### src/rtl/fetch_unit.sv
// fetch_unit: two-state instruction fetch sequencer.
//
// Fetches one instruction word at a time from instruction memory, holds it
// (and its decoded fields) for the datapath until the datapath reports it
// consumed, then computes the next PC from the control-flow qualifiers.
//
// Ports:
//   clk, reset            rising-edge clock, synchronous active-high reset
//   imem_req/imem_addr    fetch request and word address (always == PC)
//   imem_ack/imem_rdata   memory response, data valid when ack=1
//   instr_valid           held instruction and fields are valid
//   PC                    word address of the held instruction
//   Rs/Rt/Rd/imm16/opcode/funct/target26  slices of the instruction register
//   exec_done             datapath consumed the instruction; qualifiers valid
//   branch/zero/jump/jr   control-flow qualifiers, jr_addr = byte address
//   retired               completed-instruction count, wraps mod 2^32
//   state_dbg             current FSM state (0 = FETCH, 1 = HOLD)
//
// Handshake: a fetch transfers on any cycle with imem_req=1 and imem_ack=1;
// an instruction retires on any cycle with instr_valid=1 and exec_done=1.
// imem_ack is ignored outside FETCH, exec_done is ignored outside HOLD.
module fetch_unit #(
    parameter logic [31:0] RESET_PC = 32'd0
) (
    input  logic        clk,
    input  logic        reset,
    output logic        imem_req,
    output logic [31:0] imem_addr,
    input  logic        imem_ack,
    input  logic [31:0] imem_rdata,
    output logic        instr_valid,
    output logic [31:0] PC,
    output logic [4:0]  Rs,
    output logic [4:0]  Rt,
    output logic [4:0]  Rd,
    output logic [15:0] imm16,
    output logic [5:0]  opcode,
    output logic [5:0]  funct,
    output logic [25:0] target26,
    input  logic        exec_done,
    input  logic        branch,
    input  logic        zero,
    input  logic        jump,
    input  logic        jr,
    input  logic [31:0] jr_addr,
    output logic [31:0] retired,
    output logic        state_dbg
);

    typedef enum logic {
        FETCH = 1'b0,
        HOLD  = 1'b1
    } state_t;

    state_t      state_q, state_d;
    logic [31:0] pc_q, pc_d;
    logic [31:0] ir_q, ir_d;
    logic [31:0] retired_q, retired_d;

    logic [31:0] pc1;
    logic [31:0] next_pc;
    logic [31:0] imm_sext;
    // Byte-offset bits of the register target are dropped on purpose.
    logic        unused_jr_low;

    assign unused_jr_low = ^jr_addr[1:0];

    assign pc1      = pc_q + 32'd1;
    assign imm_sext = {{16{ir_q[15]}}, ir_q[15:0]};

    // Redirect priority: jr > jump > taken branch > sequential.
    always_comb begin
        next_pc = pc1;
        if (jr) begin
            next_pc = {2'b00, jr_addr[31:2]};
        end else if (jump) begin
            next_pc = {pc1[31:26], ir_q[25:0]};
        end else if (branch && zero) begin
            next_pc = pc1 + imm_sext;
        end
    end

    always_comb begin
        state_d   = state_q;
        pc_d      = pc_q;
        ir_d      = ir_q;
        retired_d = retired_q;
        case (state_q)
            FETCH: begin
                if (imem_ack) begin
                    ir_d    = imem_rdata;
                    state_d = HOLD;
                end
            end
            HOLD: begin
                if (exec_done) begin
                    pc_d      = next_pc;
                    retired_d = retired_q + 32'd1;
                    state_d   = FETCH;
                end
            end
            default: state_d = FETCH;
        endcase
    end

    always_ff @(posedge clk) begin
        if (reset) begin
            state_q   <= FETCH;
            pc_q      <= RESET_PC;
            ir_q      <= 32'd0;
            retired_q <= 32'd0;
        end else begin
            state_q   <= state_d;
            pc_q      <= pc_d;
            ir_q      <= ir_d;
            retired_q <= retired_d;
        end
    end

    // Request is gated by reset so nothing is issued while reset is held.
    assign imem_req    = (state_q == FETCH) && !reset;
    assign imem_addr   = pc_q;
    assign instr_valid = (state_q == HOLD);
    assign PC          = pc_q;
    assign retired     = retired_q;
    assign state_dbg   = state_q;

    assign opcode   = ir_q[31:26];
    assign Rs       = ir_q[25:21];
    assign Rt       = ir_q[20:16];
    assign Rd       = ir_q[15:11];
    assign imm16    = ir_q[15:0];
    assign funct    = ir_q[5:0];
    assign target26 = ir_q[25:0];

endmodule
### config.mk
export PLATFORM = sky130hd
export DESIGN_NAME = fetch_unit
export DESIGN_NICKNAME = d
export VERILOG_FILES = /design/src/rtl/fetch_unit.sv
export SDC_FILE = /design/constraint.sdc
export NUM_CORES = 1
export LEC_CHECK = 0
export ABC_AREA = 1
export CORE_UTILIZATION = 45
export DETAILED_ROUTE_END_ITERATION = 10
export PLACE_DENSITY = 0.79
export SLEW_MARGIN = 20
export SYNTH_ARGS = -nofsm -noshare
export SYNTH_HDL_FRONTEND = slang
export SYNTH_SLANG_ARGS = --single-unit
### constraint.sdc
create_clock -name clk -period 3.8 [get_ports clk]
set_clock_uncertainty 0.05 [all_clocks]
set_input_delay 0.57 -clock clk [delete_from_list [all_inputs] [get_ports clk]]
set_output_delay 0.57 -clock clk [all_outputs]
set_load 0.005 [all_outputs]
Word level (Yosys, flattened, before mapping)
Index checks and enable logic that the tools add are counted.
{"block": "totals", "in_bits": 72, "output_inout_bits": 168, "register_bits": 97}
{"block": "op_classes", "mux": 6, "add_sub_neg": 3, "bitwise_logic": 1, "reduce_logical": 5}
{"cell": "$mux 32", "count": 3}
{"cell": "$add 32x1->32 const B", "count": 2}
{"cell": "$add 32x32->32", "count": 1}
{"cell": "$reduce_and 2->1", "count": 2}
{"cell": "$logic_and 1x1->1", "count": 2}
{"cell": "$mux 1", "count": 2}
{"cell": "$pmux 1 s2", "count": 1}
{"cell": "$logic_not 1->1", "count": 1}
{"cell": "$not 1->1", "count": 1}

Logic depth before layout (Yosys ltp)
{"block": "logic_depth", "word_depth": 5, "ltp_mapped": 23, "depth_no_buf": 23}

Worst setup path before layout
No wires, ideal clock.
{"block": "synth_path", "path_type": "register to register", "from": "register pc_q[0] (netlist: PC[0])", "to": "register pc_q[27] (netlist: PC[27])", "path_slack_ns": 1.078, "synth_period_minus_slack_ns": 2.722, "setup_ns": 0.132, "t_arrival_ns": 2.540, "path_stages_with_launch": 22, "path_cell_list": "dfxtp_1 > ha_1 > nand3_1 > inv_1 > nand2_1 > nor2_2 > nand2_1 > nand2_1 > nand2_1 > ha_1 > nand2_1 > inv_1 > nand2_1 > nand2_1 > a21oi_1 > nor2_1 > nor2_1 > nand2_1 > nand2_1 > nand3_1 > nand2_1 > a21oi_1"}
{"block": "synth_via", "elab_chain_len": 5}
{"element": "from (decl)", "line_no": "56", "rtl": "logic [31:0] pc_q, pc_d;"}
{"element": "from (signal assigned)", "line_no": "114", "rtl": "pc_q <= pc_d;"}
{"element": "$add 32x1->32 *", "line_no": "68", "rtl": "assign pc1 = pc_q + 32'd1;"}
{"element": "$add 32x32->32", "line_no": "79", "rtl": "next_pc = pc1 + imm_sext;"}
{"element": "$mux 32", "line_no": "78", "rtl": "end else if (branch && zero) begin"}
{"element": "$mux 32 *", "line_no": "76", "rtl": "end else if (jump) begin"}
{"element": "$mux 32 *", "line_no": "74", "rtl": "if (jr) begin"}
Mark *: on every way between the ends. The rest lies on a longest branch, timed or not.
A chain may end at the register's enable or synchronous reset.

Worst setup path after layout
{"block": "layout_path", "from": "register pc_q[0] (netlist: PC[0])", "to": "register pc_q[14] (netlist: PC[14])"}
{"block": "layout_via", "elab_chain_len": 5}
{"element": "$add 32x1->32 *", "line_no": "68"}
{"element": "$add 32x32->32", "line_no": "79"}
{"element": "$mux 32 *", "line_no": "78"}
{"element": "$mux 32 *", "line_no": "76"}
{"element": "$mux 32 *", "line_no": "74"}
Marked as above.

==> flow_metrics.tcl <==
set metrics [dict create \
    p_per_area_mw_per_mm2 259 \
    internal_power_mw 1.87 \
    r2r-start "PC[0]" \
    dpl.hpwl_um 23900 \
    peakVddDrop_mv 0.234 \
    p_clk_share_pct 34.6 \
    diodes 0 \
    synthTopCellsByArea "dfxtp_1 23%, nand2_1 15%, inv_1 9.0%" \
    place_area_sq_mm 0.0104 \
    synth.distinct_cells 45 \
    drtIter0Drc 932 \
    synthesis.instances 1387 \
    p_comb_share_pct 24.8 \
    clock_path_buffers 2 \
    crit_path_max_incr_delay_ns 0.47 \
    dr.pass1.iters 6 \
    synth_area_sq_mm 0.00828 \
    fin_crit_sh_pct 95.4 \
    die_area_sq_mm 0.0189 \
    crit_family "simple AND/OR/NAND/NOR gates" \
    status "complete, no violations" \
    wl_um 30100 \
    ys_seq_elements 97 \
    ant_nets 0 \
    syn_to_final_growth_pct 29.8 \
    crit_buf_inv 2 \
    grt_pass1_vias 8459 \
    total_leakage_power_nw 4.72 \
    finalSetupTns_ns 0 \
    route.detailed.drc 0 \
    stdcell_area_sq_mm 0.0107 \
    yosysTopAreaCell "dfxtp_1" \
    yosys_warnings 0 \
    period_needed_ns 3.63 \
    p_sw_mw 0.907 \
    hold_viol 0 \
    drv_slew 0 \
    crit_path_end_kind "flip-flop" \
    via_count 9645 \
    required_ns 3.99 \
    start_util_pct 45.9 \
    maxCapViolCount 0 \
    fmax_mhz 276 \
    crit_path_start "PC[0]" \
    cp-start-kind "flip-flop" \
    min_from "retired[8]" \
    viasPerCell 5.40 \
    clock_latency_ns 0.37 \
    clk_pin_slew_ns 0.09 \
    synth_top_area_share_pct 23.5 \
    holdBufCountCts 0 \
    slew_headroom_pct 50.8 \
    placementRows 49 \
    cts_htree_levels 3 \
    crit_top_cell "nand2_1" \
    wl_per_cell_um 16.9 \
    hp-class "reg -> reg" \
    cts_made_buffers 9 \
    antenna_found_initial 1 \
    seq_power_share_pct 40.6 \
    path_cells "inv_1 > nor3_4 > nand3_1 > xor2_1 > ha_1 > nand2_1 > inv_1 > a21oi_1 > nand3_1 > nand2_1 > nand3_1 > nand2_1 > nand2_1 > o21ai_0 > a21oi_1" \
    io_buffers 237 \
    criticalPathCategory "reg -> reg" \
    place_congestion 0.970 \
    cts_setup_buffers 0 \
    synth_fp_nets 1500 \
    synth_area_per_cell_sq_um 5.97 \
    num_io_pins 240 \
    cts_root_buf "clkbuf_16" \
    grt_setup_unrepaired "false" \
    yosysSeqAreaShare_pct 23.5 \
    grt_usage_pct 31.6 \
    tightest_slew_ns 0.736 \
    setup_viol 0 \
    ctsResizeCount 0 \
    hold_slack_ns 0.446 \
    path_max_fanout 6 \
    async_flop_share_pct 0 \
    grt.overflow.total 0 \
    core_area_sq_mm 0.0180 \
    grt_pass1_wl_um 45100 \
    synth_edf_count 0 \
    final_nets 1665 \
    cts_tree "yes" \
    grt_max_degree 43 \
    die_w_um 138 \
    crit_arrival_ns 3.82 \
    ys.flop_type "dfxtp_1" \
    swShare_pct 32.6 \
    slowest_stage "dfxtp_1" \
    die_h_um 138 \
    cts.sinks 97 \
    drive_gt1_share_pct 3.79 \
]
==> per-stage QoR <==
step,total power [mW],utilization [%],setup WS [ns],instances
floorplan,1.51,-,1.08,1387
global placement,1.82,57.9,0.314,1770
detailed placement,1.83,57.9,0.346,1770
CTS,2.78,59.6,0.318,1786
global route,2.90,59.6,0.00206,1786
finish,2.78,59.6,0.174,1786
==> synthesized netlist by cell type, types with 2 or more instances <==
cell type,count
o221ai_1,2
nor4_1,3
inv_1,198
nand3_1,77
xnor2_1,3
o211ai_1,6
a31oi_1,19
nor3_2,2
o21ai_1,2
ha_1,40
xor2_1,30
o21ai_0,78
nor2_1,187
and2_1,4
a21oi_1,99
nor2_4,4
dfxtp_1,97
or3_1,2
nand3b_1,4
nand2_1,339
nand4_1,19
nor3_1,31
nand2_2,4
nor2_2,5
a221oi_1,2
a21o_1,2
o21bai_1,5
buf_4,70
o22ai_1,4
clkbuf_1,32
buf_1,2
and3_1,2
==> path summary, 6_finish.rpt <==
path | cells after the start | slack (ns) | to
min reg2reg | 2 | 0.45 | retired[8]
max reg2reg | 15 | 0.17 | PC[14]
min | 2 | 0.45 | retired[8]
max | 15 | 0.17 | PC[14]
==> sequential cells by signal, indices dropped and copies added, names as in the netlist <==
name / count
instr_valid: 1
ir_q: 32
PC: 32
retired: 32
==> worst reg2reg max path: cells and delay by family, from the launching register on <==
family	cells	cell delay, ns
simple gates	8	1.40
compound gates	3	0.69
flops	1	0.47
fa+ha+maj	1	0.33
xor+xnor	1	0.32
buf+inv	2	0.24
==> metal layers <==
layer	vias up	routed length, um	global-route usage (%)
met4	0	1140	14.3
met1	4306	12300	41.3
li1	4705	-	-
met5	-	0	0
met3	69	3150	5.78
met2	565	13500	50.2
==> power groups by stage <==
stage / Sequential (mW) / Combinational, mW / Clock, mW
after detailed placement: 1.15 / 0.677 / 0
after global placement: 1.15 / 0.672 / 0
final: 1.13 / 0.689 / 0.961
after global routing: 1.14 / 0.754 / 1.01
after floorplan: 1.14 / 0.369 / 0
after CTS: 1.13 / 0.684 / 0.966
==> cells in the final DEF (no fill, tap or decap), types with 2 or more instances in the layout <==
master	n
nor3_1	31
nor2_2	5
o21bai_1	5
nor3_2	2
nand2_2	4
a21o_1	2
clkinv_4	2
o21ai_1	2
xnor2_1	3
dfxtp_1	97
o221ai_1	2
o21ai_0	78
nand3_1	77
a21oi_1	99
nand2_1	339
buf_4	21
inv_8	3
nand3b_1	4
inv_1	197
clkdlybuf4s50_1	237
xor2_1	30
nor4_1	3
a31oi_1	19
nor2_4	4
and3_1	2
a221oi_1	2
o211ai_1	6
or3_1	2
clkbuf_16	9
nor2_1	187
nand4_1	19
ha_1	40
and2_1	4
o22ai_1	4
==> kinds of logic (layout without fill, tap and decap cells) <==
kind of cell             Yosys count  after routing  synth area share [%]
buffers and inverters            304            474                  17.0
flip-flops                        97             97                  23.5
AND/OR/NAND/NOR                  689            689                  35.3
XOR/XNOR                          33             33                  3.49
adder cells (fa/ha/maj)           41             41                  6.29
AO/OA/AOI/OAI                    223            223                  14.5
==> cell type report <==
type | count | area (sq um)
clock buffers | 9 | 225
multi-input cells | 986 | 4930
flip-flops and latches | 97 | 1940
fillers | 1776 | 7280
well taps | 229 | 287
inverters | 200 | 752
clock inverters | 7 | 76.3
repair buffers | 258 | 2530
Power figures use the tool's default switching activity.
